## src/rtl/board_pkg.sv

```systemverilog
// board_pkg -- definitions shared by the board transmitter (send_board) and
// the matching receiver.
//   BOARD_BITS_DFLT : default number of board cells in one frame
//   board_state_e   : frame sequencing states (IDLE, SEND, DONE)
package board_pkg;

  localparam int BOARD_BITS_DFLT = 256;

  typedef enum logic [1:0] {
    IDLE = 2'd0,
    SEND = 2'd1,
    DONE = 2'd2
  } board_state_e;

endpackage

```

## src/rtl/send_board_if.sv

```systemverilog
// send_board_if -- groups the signals between a board source and the
// serialiser.
//   board    : board image, cell i = bit i (source -> serialiser)
//   start    : request to send a frame        (source -> serialiser)
//   data_out : serial bit stream              (serialiser -> downstream)
//   sof      : marks the cycle carrying cell 0
//   busy     : frame being shifted
//   done     : one-cycle pulse after the last frame bit
// modport master : the side that supplies the board and the start request
// modport slave  : the serialiser itself
interface send_board_if #(
  parameter int BOARD_BITS = board_pkg::BOARD_BITS_DFLT
);

  logic [BOARD_BITS-1:0] board;
  logic                  start;
  logic                  data_out;
  logic                  sof;
  logic                  busy;
  logic                  done;

  modport master (
    output board, start,
    input  data_out, sof, busy, done
  );

  modport slave (
    input  board, start,
    output data_out, sof, busy, done
  );

endinterface

```

## src/rtl/send_board.sv

```systemverilog
// send_board -- serialises a BOARD_BITS-wide board image, LSB first, one bit
// per clk.
// Ports:
//   clk   : single clock, all state changes on posedge
//   reset : asynchronous, active-low
//   bus   : send_board_if.slave (board, start in; data_out, sof, busy, done out)
// Build option:
//   SEND_BOARD_PARITY_EN : when defined, one even-parity bit (XOR of the
//   snapshot) follows cell BOARD_BITS-1, making the frame BOARD_BITS+1 long.
//
// state | meaning
// ------+-------------------------------------------------------------
// IDLE  | waiting for start; outputs low
// SEND  | shifting the snapshot (and the parity bit when enabled), busy=1
// DONE  | single cycle with done=1, then back to IDLE
//
// All outputs come straight from flops; their next values are computed
// alongside the next state so the first data bit appears in the first SEND
// cycle. BOARD_BITS must be at least 2.
module send_board
  import board_pkg::*;
#(
  parameter int BOARD_BITS = BOARD_BITS_DFLT
) (
  input  logic         clk,
  input  logic         reset,
  send_board_if.slave  bus
);

  localparam int CNT_W = (BOARD_BITS > 1) ? $clog2(BOARD_BITS) : 1;
  localparam logic [CNT_W-1:0] CNT_LAST = CNT_W'(BOARD_BITS - 1);

  board_state_e          state_q, state_d;
  logic [CNT_W-1:0]      cnt_q, cnt_d;
  logic [BOARD_BITS-1:0] shreg_q, shreg_d;
  logic                  data_out_q, data_out_d;
  logic                  sof_q, sof_d;
  logic                  busy_q, busy_d;
  logic                  done_q, done_d;
`ifdef SEND_BOARD_PARITY_EN
  logic                  par_q, par_d;
  logic                  par_phase_q, par_phase_d;
`endif

  always_ff @(posedge clk or negedge reset) begin
    if (!reset) begin
      state_q     <= IDLE;
      cnt_q       <= '0;
      shreg_q     <= '0;
      data_out_q  <= 1'b0;
      sof_q       <= 1'b0;
      busy_q      <= 1'b0;
      done_q      <= 1'b0;
`ifdef SEND_BOARD_PARITY_EN
      par_q       <= 1'b0;
      par_phase_q <= 1'b0;
`endif
    end else begin
      state_q     <= state_d;
      cnt_q       <= cnt_d;
      shreg_q     <= shreg_d;
      data_out_q  <= data_out_d;
      sof_q       <= sof_d;
      busy_q      <= busy_d;
      done_q      <= done_d;
`ifdef SEND_BOARD_PARITY_EN
      par_q       <= par_d;
      par_phase_q <= par_phase_d;
`endif
    end
  end

  always_comb begin
    state_d     = state_q;
    cnt_d       = cnt_q;
    shreg_d     = shreg_q;
    data_out_d  = 1'b0;
    sof_d       = 1'b0;
    busy_d      = 1'b0;
    done_d      = 1'b0;
`ifdef SEND_BOARD_PARITY_EN
    par_d       = par_q;
    par_phase_d = par_phase_q;
`endif

    case (state_q)
      IDLE: begin
        if (bus.start) begin
          state_d    = SEND;
          cnt_d      = '0;
          shreg_d    = bus.board;
          data_out_d = bus.board[0];
          sof_d      = 1'b1;
          busy_d     = 1'b1;
`ifdef SEND_BOARD_PARITY_EN
          par_d       = ^bus.board;
          par_phase_d = 1'b0;
`endif
        end
      end

      SEND: begin
        if (cnt_q != CNT_LAST) begin
          // Rotate rather than shift so the cell on the wire is always bit 0
          // and every register bit stays in use.
          cnt_d      = cnt_q + 1'b1;
          shreg_d    = {shreg_q[0], shreg_q[BOARD_BITS-1:1]};
          data_out_d = shreg_q[1];
          busy_d     = 1'b1;
        end else begin
          // Counter parks at its last value; it never wraps back into SEND.
`ifdef SEND_BOARD_PARITY_EN
          if (!par_phase_q) begin
            par_phase_d = 1'b1;
            data_out_d  = par_q;
            busy_d      = 1'b1;
          end else begin
            state_d = DONE;
            done_d  = 1'b1;
          end
`else
          state_d = DONE;
          done_d  = 1'b1;
`endif
        end
      end

      DONE: begin
        state_d = IDLE;
      end

      default: begin
        state_d = IDLE;
      end
    endcase
  end

  assign bus.data_out = data_out_q;
  assign bus.sof      = sof_q;
  assign bus.busy     = busy_q;
  assign bus.done     = done_q;

endmodule

```

## src/flat_wrapper.sv

```systemverilog
// flat-port wrapper written by rule: the top's interface ports become plain ports
module send_board_flat import board_pkg::*;
#(
  parameter int BOARD_BITS = BOARD_BITS_DFLT
)
  (clk, reset, bus_board, bus_start, bus_data_out, bus_sof, bus_busy, bus_done);
  send_board_if #(.BOARD_BITS(BOARD_BITS)) bus_i ();
  input  logic clk;
  input  logic reset;
  input wire logic [$bits(bus_i.board)-1:0] bus_board;
  input wire logic [$bits(bus_i.start)-1:0] bus_start;
  output wire logic [$bits(bus_i.data_out)-1:0] bus_data_out;
  output wire logic [$bits(bus_i.sof)-1:0] bus_sof;
  output wire logic [$bits(bus_i.busy)-1:0] bus_busy;
  output wire logic [$bits(bus_i.done)-1:0] bus_done;
  assign bus_i.board = bus_board;
  assign bus_i.start = bus_start;
  assign bus_data_out = bus_i.data_out;
  assign bus_sof = bus_i.sof;
  assign bus_busy = bus_i.busy;
  assign bus_done = bus_i.done;
  send_board #(.BOARD_BITS(BOARD_BITS)) u_core (.clk(clk), .reset(reset), .bus(bus_i));
endmodule
```

## config.mk

```make
export PLATFORM = sky130hd
export DESIGN_NAME = send_board_flat
export DESIGN_NICKNAME = d
export VERILOG_FILES = /design/src/rtl/board_pkg.sv /design/src/rtl/send_board_if.sv /design/src/rtl/send_board.sv /design/src/flat_wrapper.sv
export SDC_FILE = /design/constraint.sdc
export NUM_CORES = 1
export LEC_CHECK = 0
export BUFFER_PORTS_ARGS = -buffer_cell sky130_fd_sc_hd__buf_4
export CELL_PAD_IN_SITES_DETAIL_PLACEMENT = 2
export CELL_PAD_IN_SITES_GLOBAL_PLACEMENT = 2
export CORE_MARGIN = 4
export CORE_UTILIZATION = 31
export DETAILED_ROUTE_END_ITERATION = 10
export PLACE_DENSITY = 0.88
export SYNTH_ARGS = -nofsm -noshare
export SYNTH_HDL_FRONTEND = slang
export SYNTH_SLANG_ARGS = --single-unit
```

## constraint.sdc

```tcl
create_clock -name clk -period 1.73 [get_ports clk]
set_input_delay 0.2595 -clock clk [delete_from_list [all_inputs] [get_ports clk]]
set_output_delay 0.2595 -clock clk [all_outputs]
set_load 0.005 [all_outputs]
```

==> results of run 1 <==
## per-layer routing
metal / routed length (um) / up-vias
li1: - / 6106
met1: 29600 / 7587
met2: 44600 / 653
met3: 3740 / 272
met4: 4840 / 0
met5: 0 / -
## power by group
part           internal (W)  switching [W]
sequential          0.00899        0.00252
combinational       0.00500        0.00600
clock               0.00425        0.00314
total                0.0182         0.0117
## cell type report
class                           instances  area [um^2]
Inverter                                2         33.8
Sequential cell                       270         6760
Timing Repair Buffer                  567         5790
Tap cell                              592          741
Timing Repair inverter                  4          106
Clock inverter                         11          140
Multi-Input combinational cell       1059         7820
Fill cell                            4324        21900
Antenna cell                            5         12.5
Clock buffer                           47          956
## Yosys cell counts, drive strengths merged (2+ instances only)
master / n / area, um^2
clkbuf: 87 / 327
nor3: 257 / 1290
dfrtp: 270 / 6760
a211o: 2 / 17.5
buf: 56 / 433
a22o: 2 / 17.5
o21ai: 2 / 10.0
nor4: 3 / 18.8
and3: 2 / 12.5
inv: 2 / 7.50
a31oi: 257 / 2860
a21oi: 3 / 15.0
nor2: 4 / 31.3
nand2: 514 / 1930
nand3: 3 / 20.0
## through the flow
stage	total power [W]	setup TNS (ps)	worst slack [ps]
3_5_place_dp	0.0178	-19430	-132
3_3_place_gp	0.0170	-10590	-60.2
5_1_grt	0.0309	-68820	-426
2_1_floorplan	0.0151	0	5.52
6_report	0.0299	-58650	-444
4_1_cts	0.0265	-16720	-96.5
## flip-flops by register name, summed over array words and instances (netlist names)
name,cells
u_core.state_q,2
u_core.bus.sof,1
u_core.bus.data_out,1
u_core.cnt_q,8
u_core.shreg_q,256
u_core.bus.done,1
u_core.bus.busy,1
## final timing paths
kind / endpoint / slack, ps
max in group asynchronous: u_core.shreg_q[210] / 650
min in group asynchronous: u_core.shreg_q[60] / 300
min reg2reg: u_core.shreg_q[0] / 490
max: u_core.shreg_q[253] / -440
min: u_core.shreg_q[208] / 0.6
max reg2reg: u_core.shreg_q[253] / -440
## tightest hold or removal path, cell delays in order
cell and delay, ps:
buf_4 120, nand2_1 70, a31oi_2 90
## cell families (layout without fill, tap and decap cells)
| logic type | Yosys count | in the layout | synth area share, % |
|---|---|---|---|
| compound gates | 271 | 271 | 21.4 |
| flops | 270 | 270 | 48.8 |
| buf+inv | 145 | 631 | 5.54 |
| fa+ha+maj | 1 | 1 | 0.0904 |
| other cells | 0 | 5 | 0 |
| mux | 1 | 1 | 0.0814 |
| simple gates | 786 | 786 | 24.1 |
## timing repair
item / in CTS / in global routing
cloned: 15 / 14
hold buffers: 190 / 0
hold endpoints to repair: 343 / 0
gates resized for setup: 94 / 141
setup buffers: 5 / 7
setup endpoints to repair: 259 / 266
pin swaps: 5 / 4
==> reports/qor.csv, run 1 <==
stage,metric,value,unit
route,drt_iter0_markers,1188,
route,ant_nets,0,
floorplanning,ios,263,
grt,grt_use_met2,54.8,%
critical_path,cp-start-kind,register,
logic_synthesis,synth_ff_type,dfrtp_1,
logic_synthesis,ys_seq_area_share,48.8,%
grt,grt_max_degree,123,
route,routed_wl,82800,um
layout,drive_gt1_share,37.8,%
route,num_vias,14600,
clock_tree,cts_tree,yes,
critical_path,slowest_delay,420,ps
layout,mostFrequentLayoutCells,"513 x nand2_1, 304 x buf_4, 268 x dfrtp_1",
route,first_pass_iters,5,
logic_synthesis,synth_seq_cells,270,
placed_design,hpwl,33200,um
layout,design_area,22400,um^2
timing,slew_headroom,56.7,%
layout,layout_commonest_cell,nand2_1,
power,p_leak,9.18,nW
critical_path,path_delay_family,compound AO/OA/AOI/OAI gates,
timing,clock_skew,11.8,ps
clock_tree,cts.htree.levels,1,
grt,grt_use_met3,4.60,%
grt,grt_pass1_wl,109000,um
timing,rsz0062_at_grt,true,
critical_path,critPathRequiredTime,2190,ps
power,cellPowerDensity,1340,nW/um^2
logic_synthesis,syn_nets,1734,
layout,nNetsFinal,2195,
layout,stdcell_count,2557,
power,ir_drop,788,uV
clock_tree,clkTransAtPathRegs,70,ps
critical_path,reg2reg_from,u_core.cnt_q[1],
placed_design,placed_area,16900,um^2
min_path,min_path_cells,3,
min_path,worstHoldPathType,primary input to register,
grt,grt_pass1_vias,16600,
critical_path,slowest_stage,o31a_4,
floorplanning,die_h,219,um
clock_tree,cts_root_buffer,clkbuf_16,
floorplanning,core,44200,um^2
logic_synthesis,yosysWarnings,0,
logic_synthesis,async_flop_share,100,%
route,drc,0,
grt,antenna_found_initial,5,
route,vias_per_cell,5.72,
timing,whs,0.586,ps
timing,post-route-min-period,2170,ps
critical_path,critPathMaxFanout,8,
placed_design,gp_congestion,0.789,
job,maxCapViolations,0,
timing,setup_ws,-444,ps
timing,tightest_slew,645,ps
grt,grt_use_met1,33.6,%
timing,max_freq,460,MHz
clock_tree,clk_latency,590,ps
floorplanning,floorplan.initialDensity,31.3,%
floorplanning,die_area,48100,um^2
grt,grt_usage,29.7,%
grt,grt-busiest-layer,met2,
floorplanning,die_w,219,um
floorplanning,rows,77,
clock_tree,ctsLongestPathBuffers,3,
critical_path,crit_buf_inv,3,
route,wire_per_inst,32.4,um
critical_path,worstPathArrival,2630,ps
timing,finalCritPeriodShare,126,%
status,status,finished with violations,
critical_path,r2r_cells,8,
clock_tree,cts.sinks,270,
status,violations,negative setup slack,
layout,finalCoreUtilization,50.6,%
clock_tree,cts_made_buffers,31,
logic_synthesis,synth_edf_count,0,
placed_design,dpl.cell_count,2264,
timing,maxSlewViolCount,0,
logic_synthesis,synth.avg_cell_area,9.39,um^2
logic_synthesis,ys_types,31,
critical_path,worstSetupStartpoint,u_core.cnt_q[1],
layout,synthToLayoutAreaGrowth,61.6,%
placed_design,numPortBuffers,262,
min_path,hold_start,bus_board[208],
logic_synthesis,syn_area,13800,um^2
logic_synthesis,syn_inst,1474,
timing,timing_hold_violations_final,0,
critical_path,end_kind,register,
grt,overflow,0,
critical_path,crit_chain,ha_4 -> nand2_4 -> o31a_4 -> nor2_8 -> buf_12 -> clkinv_16 -> clkbuf_16 -> a31oi_1,
critical_path,path_class,register to register,
timing,setup_viol_count_final,262,
critical_path,cp.depth,8,
Note: power is estimated with default switching activity, not from simulation.
==> inputs of run 2 (changes only) <==
Settings changed: CORE_UTILIZATION 31 to 30, PLACE_DENSITY 0.88 to 0.85, SKIP_LAST_GASP from default to 1.
==> run 2 against run 1 <==
Against the previous run:
- the flow still finishes with violations (negative setup slack)
- flip-flop and latch count unchanged
- clock power is 7.4% higher
- via count decreased by 7.7%
- largest power group unchanged
==> reports/qor.csv, run 2 (synthesis results as in run 1) <==
stage,metric,value,unit
route,wl_met1,28100,um
layout,largest_register_ffs,256,
critical_path,critPathMaxFanout,13,
route,num_vias,13500,
layout,mostFrequentLayoutCells,"513 x nand2_1, 294 x buf_4, 270 x dfrtp_1",
placed_design,numPortBuffers,262,
route,wl_met2,38600,um
route,drt_iter0_markers,922,
timing,rsz0062_at_grt,true,
floorplanning,ios,263,
critical_path,slowest_delay,380,ps
route,drc,0,
critical_path,cp-start-kind,register,
status,status,finished with violations,
grt,grt_usage,23.2,%
power,cellPowerDensity,1350,nW/um^2
critical_path,path_class,register to register,
floorplanning,rows,78,
critical_path,worstPathArrival,2480,ps
grt,grt_max_degree,74,
placed_design,gp_congestion,0.769,
power,p_leak,8.82,nW
job,maxCapViolations,0,
layout,drive_gt1_share,50.2,%
layout,nFillCells,4483,
floorplanning,die_h,223,um
clock_tree,ctsLongestPathBuffers,3,
layout,top_regs,"u_core.shreg_q (256), u_core.cnt_q (8), u_core.state_q (2)",
clock_tree,clk_latency,560,ps
critical_path,reg2reg_from,u_core.cnt_q[1],
critical_path,end_kind,register,
grt,antenna_found_initial,3,
critical_path,r2r_cells,8,
timing,finalCritPeriodShare,120,%
timing,timing_hold_violations_final,0,
route,highest_layer,met4,
timing,post-route-min-period,2080,ps
clock_tree,cts.sinks,270,
min_path,worstHoldPathType,primary input to register,
clock_tree,cts_tree,yes,
route,ant_nets,0,
status,violations,negative setup slack,
critical_path,r2r_end,u_core.shreg_q[226],
clock_tree,cts.htree.levels,2,
placed_design,hpwl,32100,um
min_path,min_path_cells,3,
floorplanning,die_w,223,um
floorplanning,core,45500,um^2
grt,grt_pass1_wl,91500,um
timing,max_freq,482,MHz
placed_design,pre_cts_ws,-222,ps
layout,layout_commonest_cell,nand2_1,
route,vias_per_cell,5.56,
critical_path,worstSetupStartpoint,u_core.cnt_q[1],
layout,finalCoreUtilization,48.7,%
route,wire_per_inst,29.4,um
route,met3WireLength,2650,um
power,ir_drop,696,uV
timing,whs,12.6,ps
timing,setup_viol_count_final,265,
grt,overflow,0,
critical_path,ff2ff_setup_slack,-350,ps
route,routed_wl,71300,um
power,power,0.0298,W
min_path,hold_start,bus_board[212],
timing,slew_headroom,65.2,%
floorplanning,floorplan.initialDensity,30.4,%
min_path,min_to,u_core.shreg_q[212],
critical_path,crit_chain,ha_2 -> nand2_2 -> o31a_4 -> buf_4 -> buf_12 -> buf_8 -> nor3_1 -> a31oi_2,
critical_path,critPathRequiredTime,2140,ps
layout,regMostFlops,u_core.shreg_q,
floorplanning,die_area,49600,um^2
layout,synthToLayoutAreaGrowth,60.0,%
clock_tree,cts_made_buffers,35,
timing,maxSlewViolCount,0,
timing,tightest_slew,517,ps
clock_tree,cts_root_buffer,clkbuf_16,
clock_tree,clkTransAtPathRegs,70,ps
timing,setup_ws,-345,ps
route,first_pass_iters,4,
critical_path,slowest_stage,dfrtp_1,
layout,nNetsFinal,2061,
grt,grt_pass1_vias,14900,
timing,clock_skew,19.9,ps
==> run 2: cell types whose count changed in the layout (fill, tap and decap cells not counted), sizes merged <==
cell         change
diode            -2
dlygate4sd3    -137
inv              +2
buf              -9
clkinvlp         -1
clkbuf          +12
clkinv           -2
==> run 2: metrics by stage <==
stage / area, um^2 / TNS [ps] / std cells
after global routing: 22100 / -50320 / 2428
after CTS: 20300 / -6420 / 2396
after global placement: 16700 / -12920 / 2260
after floorplan: 13800 / 0 / 1474
final: 22100 / -34050 / 2428
after detailed placement: 16700 / -34340 / 2260
==> run 2: worst max path at each step <==
stage | slack, ps | endpoint
2_1_floorplan | 6 | u_core.shreg_q[100]
3_3_place_gp | -70 | u_core.shreg_q[37]
3_5_place_dp | -220 | u_core.shreg_q[223]
4_1_cts | -60 | u_core.shreg_q[114]
5_1_grt | -360 | u_core.shreg_q[226]
6_report | -350 | u_core.shreg_q[226]
==> run 2: critical path, delay by kind of cell (launching register included) <==
family | cells | cell delay, ps
AND/OR/NAND/NOR | 2 | 430
flip-flops | 1 | 380
AO/OA/AOI/OAI | 2 | 400
adder cells (fa/ha/maj) | 1 | 210
buffers and inverters | 3 | 500
==> run 2: area by class of cell <==
class / count / area (um^2) / area share, %
clock buffer: 52 / 1080 / 4.89
multi-input combinational: 1059 / 8770 / 39.6
timing repair inverter: 5 / 104 / 0.469
antenna: 3 / 7.51 / 0.0339
timing repair buffer: 428 / 4520 / 20.4
tap: 600 / 751 / 3.39
clock inverter: 9 / 124 / 0.559
sequential: 270 / 6760 / 30.5
inverter: 2 / 33.8 / 0.153
==> run 2: metal layers <==
metal,track usage (%),vias up
met5,0,-
met4,7.48,0
met3,3.55,121
met2,41.2,396
met1,29.0,7123
li1,-,5856
==> run 2: repair_timing <==
action | 4_1_cts | 5_1_grt
hold endpoints to repair | 322 | 0
endpoints found under the setup margin | 262 | 265
pin swaps | 6 | 4
cloned | 11 | 26
buffers inserted | 11 | 3
hold buffers | 53 | 0
resized for setup | 289 | 189
==> run 2: power by group <==
| part | internal, W | leakage [nW] | switching, W |
|---|---|---|---|
| clock network | 0.00477 | 0.600 | 0.00317 |
| registers | 0.00899 | 3.07 | 0.00294 |
| logic | 0.00460 | 5.15 | 0.00534 |
==> inputs of run 3 (changes only) <==
Settings changed: CTS_BUF_LIST from default to sky130_fd_sc_hd__clkbuf_4 sky130_fd_sc_hd__clkbuf_8, PLACE_DENSITY 0.85 to 0.8.
==> run 3 against run 2 <==
Against the previous run:
- worst setup slack better by 24 ps
- sequential power down 3%
- flip-flop and latch count unchanged
- the run still ends with negative setup slack left
- register-to-register slack better by 20 ps
- fmax up 1.2%
==> reports/qor.csv, run 3 (synthesis results as in run 1) <==
stage,metric,value,unit
layout,mostFrequentLayoutCells,"513 x nand2_1, 313 x buf_4, 270 x dfrtp_1",
status,violations,negative setup slack,
clock_tree,cts_root_buffer,clkbuf_8,
critical_path,r2r_end,u_core.shreg_q[234],
critical_path,reg2reg_from,u_core.cnt_q[0],
clock_tree,clk_latency,660,ps
job,maxCapViolations,0,
clock_tree,cts_made_buffers,51,
status,status,finished with violations,
placed_design,numPortBuffers,262,
timing,post-route-min-period,2050,ps
critical_path,path_class,register to register,
layout,synthToLayoutAreaGrowth,65.0,%
placed_design,gp_congestion,0.773,
placed_design,hpwl,31200,um
placed_design,pre_cts_ws,-195,ps
timing,rsz0062_at_grt,true,
floorplanning,core,45500,um^2
layout,regMostFlops,u_core.shreg_q,
critical_path,worstPathArrival,2570,ps
clock_tree,ctsLongestPathBuffers,3,
layout,nNetsFinal,2279,
route,first_pass_iters,6,
floorplanning,ios,263,
power,ir_drop,849,uV
route,drt_iter0_markers,925,
timing,slew_headroom,64.2,%
timing,setup_viol_count_final,266,
critical_path,critPathRequiredTime,2240,ps
grt,grt_usage,26.5,%
clock_tree,cts.htree.levels,2,
grt,antenna_found_initial,11,
layout,top_regs,"u_core.shreg_q (256), u_core.cnt_q (8), u_core.state_q (2)",
critical_path,worstSetupStartpoint,u_core.cnt_q[0],
floorplanning,rows,78,
floorplanning,die_w,223,um
floorplanning,die_area,49600,um^2
critical_path,crit_path_end,u_core.shreg_q[234],
route,wire_per_inst,31.0,um
clock_tree,cts_tree,yes,
critical_path,critPathMaxFanout,8,
route,ant_nets,0,
grt,grt_pass1_vias,16600,
timing,setup_ws,-321,ps
timing,maxSlewViolCount,0,
grt,overflow,0,
layout,finalCoreUtilization,50.2,%
critical_path,cp-start-kind,register,
layout,stdcell_count,2670,
timing,clock_skew,49.7,ps
timing,tightest_slew,537,ps
grt,grt_pass1_wl,103000,um
timing,finalCritPeriodShare,119,%
route,num_vias,15000,
floorplanning,floorplan.initialDensity,30.4,%
power,p_leak,9.44,nW
clock_tree,cts.sinks,270,
route,routed_wl,82900,um
layout,layout_commonest_cell,nand2_1,
placed_design,dpl.cell_count,2263,
grt,grt_max_degree,114,
critical_path,ff2ff_setup_slack,-320,ps
floorplanning,die_h,223,um
clock_tree,clkTransAtPathRegs,80,ps
timing,timing_hold_violations_final,0,
timing,whs,143,ps
layout,largest_register_ffs,256,
timing,tns,-42170,ps
power,cellPowerDensity,1290,nW/um^2
layout,drive_gt1_share,39.7,%
critical_path,end_kind,register,
timing,max_freq,488,MHz
min_path,worstHoldPathType,primary input to async pin,
route,drc,0,
route,vias_per_cell,5.63,
critical_path,r2r_cells,8,
## run 3: changes by cell type in the layout (fill, tap and decap cells not counted), sizes merged
cell / delta
diode: +6
dlygate4sd3: +204
clkbuf: +29
inv: -2
clkinv: -1
buf: +5
bufinv: -2
clkinvlp: +3
## run 3: report_power, final
part	switching [W]	internal, W
combinational	0.00567	0.00476
clock	0.00348	0.00405
sequential	0.00255	0.00899
total	0.0117	0.0178
## run 3: what timing repair did
| item | in CTS | in global routing |
|---|---|---|
| pin swaps | 1 | 3 |
| endpoints found under the hold margin | 484 | 0 |
| hold buffers | 257 | 0 |
| setup buffers | 6 | 11 |
| endpoints found under the setup margin | 260 | 266 |
| cloned | 4 | 25 |
| gates resized for setup | 35 | 243 |
## run 3: through the flow
step                total power, W  area [um^2]
finish                      0.0295        22800
floorplan                   0.0151        13800
CTS                         0.0256        20700
global route                0.0306        22800
detailed placement          0.0176        16600
global placement            0.0169        16600
## run 3: layer usage
metal / up-vias / global-route usage, % / wire length (um)
met5: - / 0 / 40
met4: 6 / 9.90 / 4560
met3: 274 / 5.05 / 4180
met2: 688 / 48.0 / 43500
met1: 7761 / 31.1 / 30600
li1: 6293 / - / -
## run 3: how the worst min path moves through the flow
stage	startpoint	cells past startpoint	end
after floorplan	reset	0	u_core.bus.busy
after global placement	reset	1	u_core.shreg_q[59]
after detailed placement	reset	1	u_core.shreg_q[57]
after CTS	reset	2	u_core.shreg_q[15]
after global routing	reset	2	u_core.shreg_q[41]
final	reset	2	u_core.shreg_q[41]
## run 3: final cells by class
| type | count | area, um^2 |
|---|---|---|
| Tap cell | 600 | 751 |
| Timing Repair Buffer | 633 | 6270 |
| Antenna cell | 9 | 22.5 |
| Inverter | 2 | 20.0 |
| Sequential cell | 270 | 6760 |
| Multi-Input combinational cell | 1059 | 7820 |
| Clock inverter | 10 | 82.6 |
| Fill cell | 4542 | 22600 |
| Clock buffer | 85 | 1070 |
| Timing Repair inverter | 2 | 40.0 |
## run 3: worst max-delay path, stage by stage, from the launching register on
cell       delay (ps)
dfrtp_1           360
ha_2              210
nand2_2            90
o31a_4            380
nor2_8            220
clkinv_8          150
buf_4             170
clkbuf_16         160
a31oi_1           210
